### src/rtl/mem_arbiter.sv
// mem_arbiter: shares one 16-bit RAM port between the CPU and a DMA/loader master.
// The CPU owns the port by default. A DMA request is granted after a bounded wait,
// and the CPU is stalled while the DMA owns the port. A wait counter and a burst
// counter keep either side from starving the other.
module mem_arbiter #(
  parameter int M         = 16,
  parameter int MAX_WAIT  = 4,
  parameter int MAX_BURST = 2
) (
  input  logic         clk,
  input  logic         rst,
  input  logic         cpuReq,
  input  logic [M-1:0] cpuAddr,
  input  logic [M-1:0] cpuWData,
  input  logic         cpuWE,
  output logic [M-1:0] cpuRData,
  output logic         cpuStall,
  input  logic         dmaReq,
  input  logic [M-1:0] dmaAddr,
  input  logic [M-1:0] dmaWData,
  input  logic         dmaWE,
  output logic         dmaGnt,
  output logic [M-1:0] dmaRData,
  output logic         dmaValid,
  output logic [M-1:0] ramAddr,
  output logic [M-1:0] ramWData,
  output logic         ramWE,
  input  logic [M-1:0] ramRData
);

  typedef enum logic {
    CPU_OWN = 1'b0,
    DMA_OWN = 1'b1
  } owner_e;

  // Both counters share one width, wide enough for the larger limit.
  localparam int CMAX = (MAX_WAIT > MAX_BURST) ? MAX_WAIT : MAX_BURST;
  localparam int CW   = $clog2(CMAX + 1);

  localparam logic [CW-1:0] WAIT_LAST  = CW'(MAX_WAIT - 1);
  localparam logic [CW-1:0] BURST_LAST = CW'(MAX_BURST - 1);

  owner_e         owner_q, owner_d;
  logic [CW-1:0]  waitCnt_q, waitCnt_d;
  logic [CW-1:0]  burstCnt_q, burstCnt_d;
  logic [M-1:0]   dmaRData_q, dmaRData_d;
  logic           dmaValid_q, dmaValid_d;
  logic           dmaOwns;
  logic           dmaRead;

  // While reset is low the port behaves as if the CPU owns it, so the outputs
  // are defined even before the first reset edge.
  assign dmaOwns = rst && (owner_q == DMA_OWN);
  assign dmaRead = (owner_q == DMA_OWN) && dmaReq && !dmaWE;

  // Ownership and fairness counters; counters clear on every ownership change.
  always_comb begin
    owner_d    = owner_q;
    waitCnt_d  = waitCnt_q;
    burstCnt_d = burstCnt_q;
    case (owner_q)
      CPU_OWN: begin
        if (dmaReq && (!cpuReq || (waitCnt_q == WAIT_LAST))) begin
          owner_d    = DMA_OWN;
          waitCnt_d  = '0;
          burstCnt_d = '0;
        end else if (dmaReq) begin
          waitCnt_d = waitCnt_q + 1'b1;
        end else begin
          waitCnt_d = '0;
        end
      end
      DMA_OWN: begin
        if (!dmaReq || (cpuReq && (burstCnt_q == BURST_LAST))) begin
          owner_d    = CPU_OWN;
          waitCnt_d  = '0;
          burstCnt_d = '0;
        end else if (burstCnt_q != BURST_LAST) begin
          burstCnt_d = burstCnt_q + 1'b1;
        end
      end
      default: begin
        owner_d    = CPU_OWN;
        waitCnt_d  = '0;
        burstCnt_d = '0;
      end
    endcase
  end

  // A granted DMA read is captured so the DMA sees it one cycle later.
  always_comb begin
    dmaRData_d = dmaRData_q;
    dmaValid_d = 1'b0;
    if (dmaRead) begin
      dmaRData_d = ramRData;
      dmaValid_d = 1'b1;
    end
  end

  // State registers; reset takes priority over every transition.
  always_ff @(posedge clk) begin
    if (!rst) begin
      owner_q    <= CPU_OWN;
      waitCnt_q  <= '0;
      burstCnt_q <= '0;
      dmaRData_q <= '0;
      dmaValid_q <= 1'b0;
    end else begin
      owner_q    <= owner_d;
      waitCnt_q  <= waitCnt_d;
      burstCnt_q <= burstCnt_d;
      dmaRData_q <= dmaRData_d;
      dmaValid_q <= dmaValid_d;
    end
  end

  // Port mux and status outputs follow the current owner.
  always_comb begin
    ramAddr  = cpuAddr;
    ramWData = cpuWData;
    ramWE    = cpuReq & cpuWE;
    if (dmaOwns) begin
      ramAddr  = dmaAddr;
      ramWData = dmaWData;
      ramWE    = dmaReq & dmaWE;
    end
  end

  assign dmaGnt   = dmaOwns;
  assign cpuStall = cpuReq & dmaOwns;
  assign cpuRData = ramRData;
  assign dmaRData = dmaRData_q;
  assign dmaValid = dmaValid_q;

endmodule

### config.mk
export PLATFORM = sky130hd
export DESIGN_NAME = mem_arbiter
export DESIGN_NICKNAME = d
export VERILOG_FILES = /design/src/rtl/mem_arbiter.sv
export SDC_FILE = /design/constraint.sdc
export NUM_CORES = 1
export LEC_CHECK = 0
export CAP_MARGIN = 0
export CORE_MARGIN = 2
export CORE_UTILIZATION = 32
export DETAILED_ROUTE_END_ITERATION = 12
export PLACE_DENSITY = 0.88
export SLEW_MARGIN = 20
export SYNTH_ARGS = -nofsm -noshare
export SYNTH_HDL_FRONTEND = slang
export SYNTH_SLANG_ARGS = --single-unit
### constraint.sdc
create_clock -name clk -period 3.6 [get_ports clk]
set_clock_uncertainty 0.05 [all_clocks]
set_input_delay 0.72 -clock clk [delete_from_list [all_inputs] [get_ports clk]]
set_output_delay 0.72 -clock clk [all_outputs]
set_load 0.02 [all_outputs]
== After elaboration in Yosys (flattened, before gate mapping) ==
Cells that the tools add are included.
Widths: inputs -> output; s select.

* Register bits after elaboration: 24
* Bits of input ports: 86

* $add $sub $neg: 2
* Equal/unequal tests: 6
* Muxes and demuxes: 15
* Bitwise logic cells: 4
* Reduce and logical (&&, ||, !) cells: 11

{| class="wikitable"
|+ Operators by type and width
! kind !! count
|-
| $mux 16 || 2
|-
| $mux 3 || 6
|-
| $pmux 3 s2 || 2
|-
| $add 3x1->3 const B || 2
|-
| $ne 3x1->1 const B || 2
|-
| $logic_and 1x1->1 || 5
|-
| $mux 1 || 4
|-
| $and 1x1->1 || 3
|-
| $eq 3x1->1 const B || 1
|-
| $eq 3x2->1 const B || 1
|-
| $logic_not 1->1 || 3
|-
| $logic_or 1x1->1 || 2
|-
| $ne 2x1->1 const B || 1
|-
| $ne 2x2->1 const B || 1
|-
| $pmux 1 s2 || 1
|-
| $reduce_and 2->1 || 1
|-
| $not 1->1 || 1
|}

== Logic depth before layout (Yosys ltp) ==
Gate-level depths: netlist of the first run.

* Depth in word-level cells: 5
* Depth in mapped cells: 6
* Mapped depth without buffers: 6

== Least setup slack after synthesis of the first run ==
OpenSTA, ideal clock, no wires.

* Kind: input to output
* Start: input port rst
* End: output port ramWE
* Arrival time: 1.743 ns
* Data required time: 2.830 ns
* Path slack: 1.087 ns
* Cell stages on the path: 4
* Buffers on the path: 2
* Cells stage by stage: buf_2 -> nand2_1 -> buf_2 -> o21ai_0

* Longest elaborated chain between the ends: 2

{| class="wikitable"
|+ RTL lines
! what !! RTL line !! RTL
|-
| start: declaration || 11 || <nowiki>input logic rst,</nowiki>
|-
| $logic_and 1x1->1 || 53 || <nowiki>assign dmaOwns = rst && (owner_q == DMA_OWN);</nowiki>
|-
| $mux 1 || 122 || <nowiki>if (dmaOwns) begin</nowiki>
|-
| end: declaration || 27 || <nowiki>output logic ramWE,</nowiki>
|}

Every way passes these cells.

== Worst setup path in the final report of the first run ==
* Start: input port rst
* End: output port ramAddr[4]

* Longest elaborated chain between the ends: 2

{| class="wikitable"
|+ RTL lines
! what !! RTL line !! RTL
|-
| $logic_and 1x1->1 || 53 ||
|-
| $mux 16 || 122 ||
|-
| end: declaration || 25 || <nowiki>output logic [M-1:0] ramAddr,</nowiki>
|}

Every way passes these cells.

==> results of run 1 <==
tightest hold or removal path: stages, from the launching register on:
cell and delay (ns):
dfxtp_1 0.31, nand2_1 0.05, a21boi_1 0.05
sequential cells by signal, indices dropped and copies added (netlist names):
| signal | flops |
|---|---|
| dmaValid | 1 |
| burstCnt_q | 3 |
| waitCnt_q | 3 |
| owner_q | 1 |
| dmaRData | 16 |
stage by stage:
step                      worst slack (ns)  instance area [um^2]  hold slack, ns
final                                0.413                  3050           0.407
after CTS                            0.406                  3050           0.411
after global routing                 0.368                  3050           0.438
after detailed placement             0.410                  3000           0.400
after floorplan                       1.09                  1530           0.401
after global placement               0.432                  3000           0.397
power by group through the flow:
stage               Combinational (mW)  Clock (mW)  Sequential, mW
finish                           0.281       0.177           0.273
global route                     0.296       0.194           0.273
CTS                              0.284       0.180           0.273
detailed placement               0.283           0           0.279
global placement                 0.279           0           0.279
floorplan                        0.113           0           0.282
routing by layer:
metal	vias to the layer above	wire, um	global-route usage [%]
met2	90	2670	33.7
met3	6	438	4.01
met5	-	0	0
met4	0	63	2.88
met1	748	1730	18.5
li1	836	-	-
cell usage after synthesis (2+ instances only):
master    count  area, um^2
a21boi_0     15         113
a21boi_1      2        15.0
a21oi_1       3        15.0
buf_2         5        25.0
buf_4        17         128
clkbuf_1      2        7.51
dfxtp_1      24         480
ha_1          4        50.1
inv_1         5        18.8
mux2_2       32         360
mux2i_1       2        20.0
nand2_1      36         135
nand3b_1      2        15.0
nor2_1        4        15.0
nor2b_1       3        18.8
o21ai_0       2        10.0
cell families after synthesis:
group | share of synthesized area [%]
compound gates | 11.3
fa+ha+maj | 3.26
buf+inv | 12.0
flops | 31.3
mux | 24.8
simple gates | 17.3
final cells by class:
| type | instances | area, um^2 | area share [%] |
|---|---|---|---|
| Clock buffer | 4 | 55.1 | 1.80 |
| Tap cell | 54 | 67.6 | 2.21 |
| Sequential cell | 24 | 480 | 15.8 |
| Inverter | 5 | 18.8 | 0.615 |
| Multi-Input combinational cell | 119 | 870 | 28.5 |
| Timing Repair Buffer | 155 | 1560 | 51.1 |
final timing paths:
| kind | depth (start not counted) | endpoint |
|---|---|---|
| max reg2reg | 4 | dmaRData[11] |
| min reg2reg | 2 | dmaRData[15] |
| min | 2 | dmaRData[15] |
| max | 5 | ramAddr[4] |
==> flow_metrics.env, run 1 <==
export IMPL_rrSetupSlack_ns=2.06
export IMPL_hp_start="dmaRData[15]"
export IMPL_clockBufferDepth=2
export IMPL_final_util_pct=65.4
export IMPL_grt_pass1_vias=1672
export IMPL_power_mw=0.731
export IMPL_critical_path_class="in -> out"
export IMPL_r2r_start="owner_q"
export IMPL_fmax_mhz=314
export IMPL_setup_viol=0
export IMPL_cts_tree="yes"
export IMPL_cts_root_buffer="clkbuf_8"
export IMPL_place_inst=357
export IMPL_via_per_inst=4.65
export IMPL_dp_hpwl_mm=4.13
export IMPL_critPathBufInv=3
export IMPL_h_tree_depth=1
export IMPL_ir_worst_vdd_mv=0.142
export IMPL_startpoint_type="input port"
export IMPL_grt_pass1_wl_mm=7.30
export IMPL_final_common_cell="clkdlybuf4s50_1"
export IMPL_yosysSeqAreaShare_pct=31.3
export IMPL_wirelength_mm=4.91
export IMPL_grt_max_degree=36
export IMPL_drt_first_pass_iters=4
export IMPL_p_sw_share_pct=25.9
export IMPL_avgSynthCellArea_um2=8.87
export IMPL_cts_resized=0
export IMPL_track_usage_pct=17.1
export IMPL_p_seq_share_pct=37.3
export IMPL_gp_congestion=0.737
export IMPL_die_h_um=73.2
export IMPL_drt_iter0_drc=30
export IMPL_ant_nets=0
export IMPL_num_vias=1680
export IMPL_syn_to_final_growth_pct=98.9
export IMPL_fp_row_count=25
export IMPL_portBuffers=153
export IMPL_clock_latency_ns=0.26
export IMPL_drive_above_1_share_pct=13.0
export IMPL_min_period_ns=3.19
export IMPL_clkTransAtPathRegs_ns=0.08
export IMPL_max_slew_worst_pin_slew_ns=0.693
export IMPL_synthCells=173
export IMPL_final_period_utilization_pct=88.5
export IMPL_yosysWarnings=0
export IMPL_critPathMostFrequentCell="clkdlybuf4s50_1"
export IMPL_critPathMaxStageDelay_ns=0.58
export IMPL_p_leak_nw=1.13
export IMPL_cp_cell_sequence="clkdlybuf4s50_1, nand2_1, buf_12, mux2_2, clkdlybuf4s50_1"
export IMPL_post_cts_setup_buffer_count=0
export IMPL_cp_data_arrival_time_ns=2.42
export IMPL_synth_area_um2=1530
export IMPL_die_x_um=73.2
export IMPL_ys_seq_elements=24
export IMPL_n_antenna_cell=0
export IMPL_power_switching_mw=0.189
export IMPL_powerDensity_nw_per_um2=239
export IMPL_crit_path_start="rst"
export IMPL_async_flop_share_pct=0
export IMPL_synthesis_nets=263
export IMPL_die_area_um2=5360
export IMPL_maxSlewHeadroom_pct=53.8
export IMPL_comb_power_share_pct=38.5
export IMPL_grt_overflow_total=0
export IMPL_fin_tns_setup_ns=0
export IMPL_critPathCaptureType="output pin"
export IMPL_outcome="finished, final reports clean"
export IMPL_crit_family="buffers and inverters"
export IMPL_antenna_found_initial=0
export IMPL_cp_slowest_cell="clkdlybuf4s50_1"
export IMPL_start_util_pct=32.9
export IMPL_finalHoldViolCount=0
export IMPL_drc_errors=0
export IMPL_synth_cell_type_count=31
export IMPL_final_cell_mix="clkdlybuf4s50_1 (153), nand2_1 (36), mux2_2 (32)"
export IMPL_ioPinCount=154
export IMPL_synth_edf_count=0
export IMPL_core_um2=4660
export IMPL_rsz0062_at_grt="no"
export IMPL_worstPathMaxFanout=35
export IMPL_min_path_type="reg -> reg"
export IMPL_postCtsHoldBufs=0
export IMPL_drv_slew=0
export IMPL_cts_made_buffers=3
export IMPL_nFillCells=382
export IMPL_final_nets=398
export IMPL_cts_num_sinks=24
export IMPL_pwr_share_clk_pct=24.2
export IMPL_synthFlopType="dfxtp_1"
export IMPL_required_ns=2.83
export IMPL_post_drt_wl_per_cell_um=13.6
export IMPL_drv_cap=0
export IMPL_p_int_mw=0.541
export IMPL_fin_cells=361
No activity file was read; power rests on OpenSTA's default activity.
==> run 2, diff against run 1 <==
--- a/config.mk
+++ b/config.mk
@@ -5,6 +5,7 @@
 export SDC_FILE = /design/constraint.sdc
 export NUM_CORES = 1
 export LEC_CHECK = 0
+export ABC_CLOCK_PERIOD_IN_PS = 3600
 export CAP_MARGIN = 0
 export CORE_MARGIN = 2
 export CORE_UTILIZATION = 32
==> results of run 2 <==
No change in the layout: final DEF, timing and power equal those of run 1.
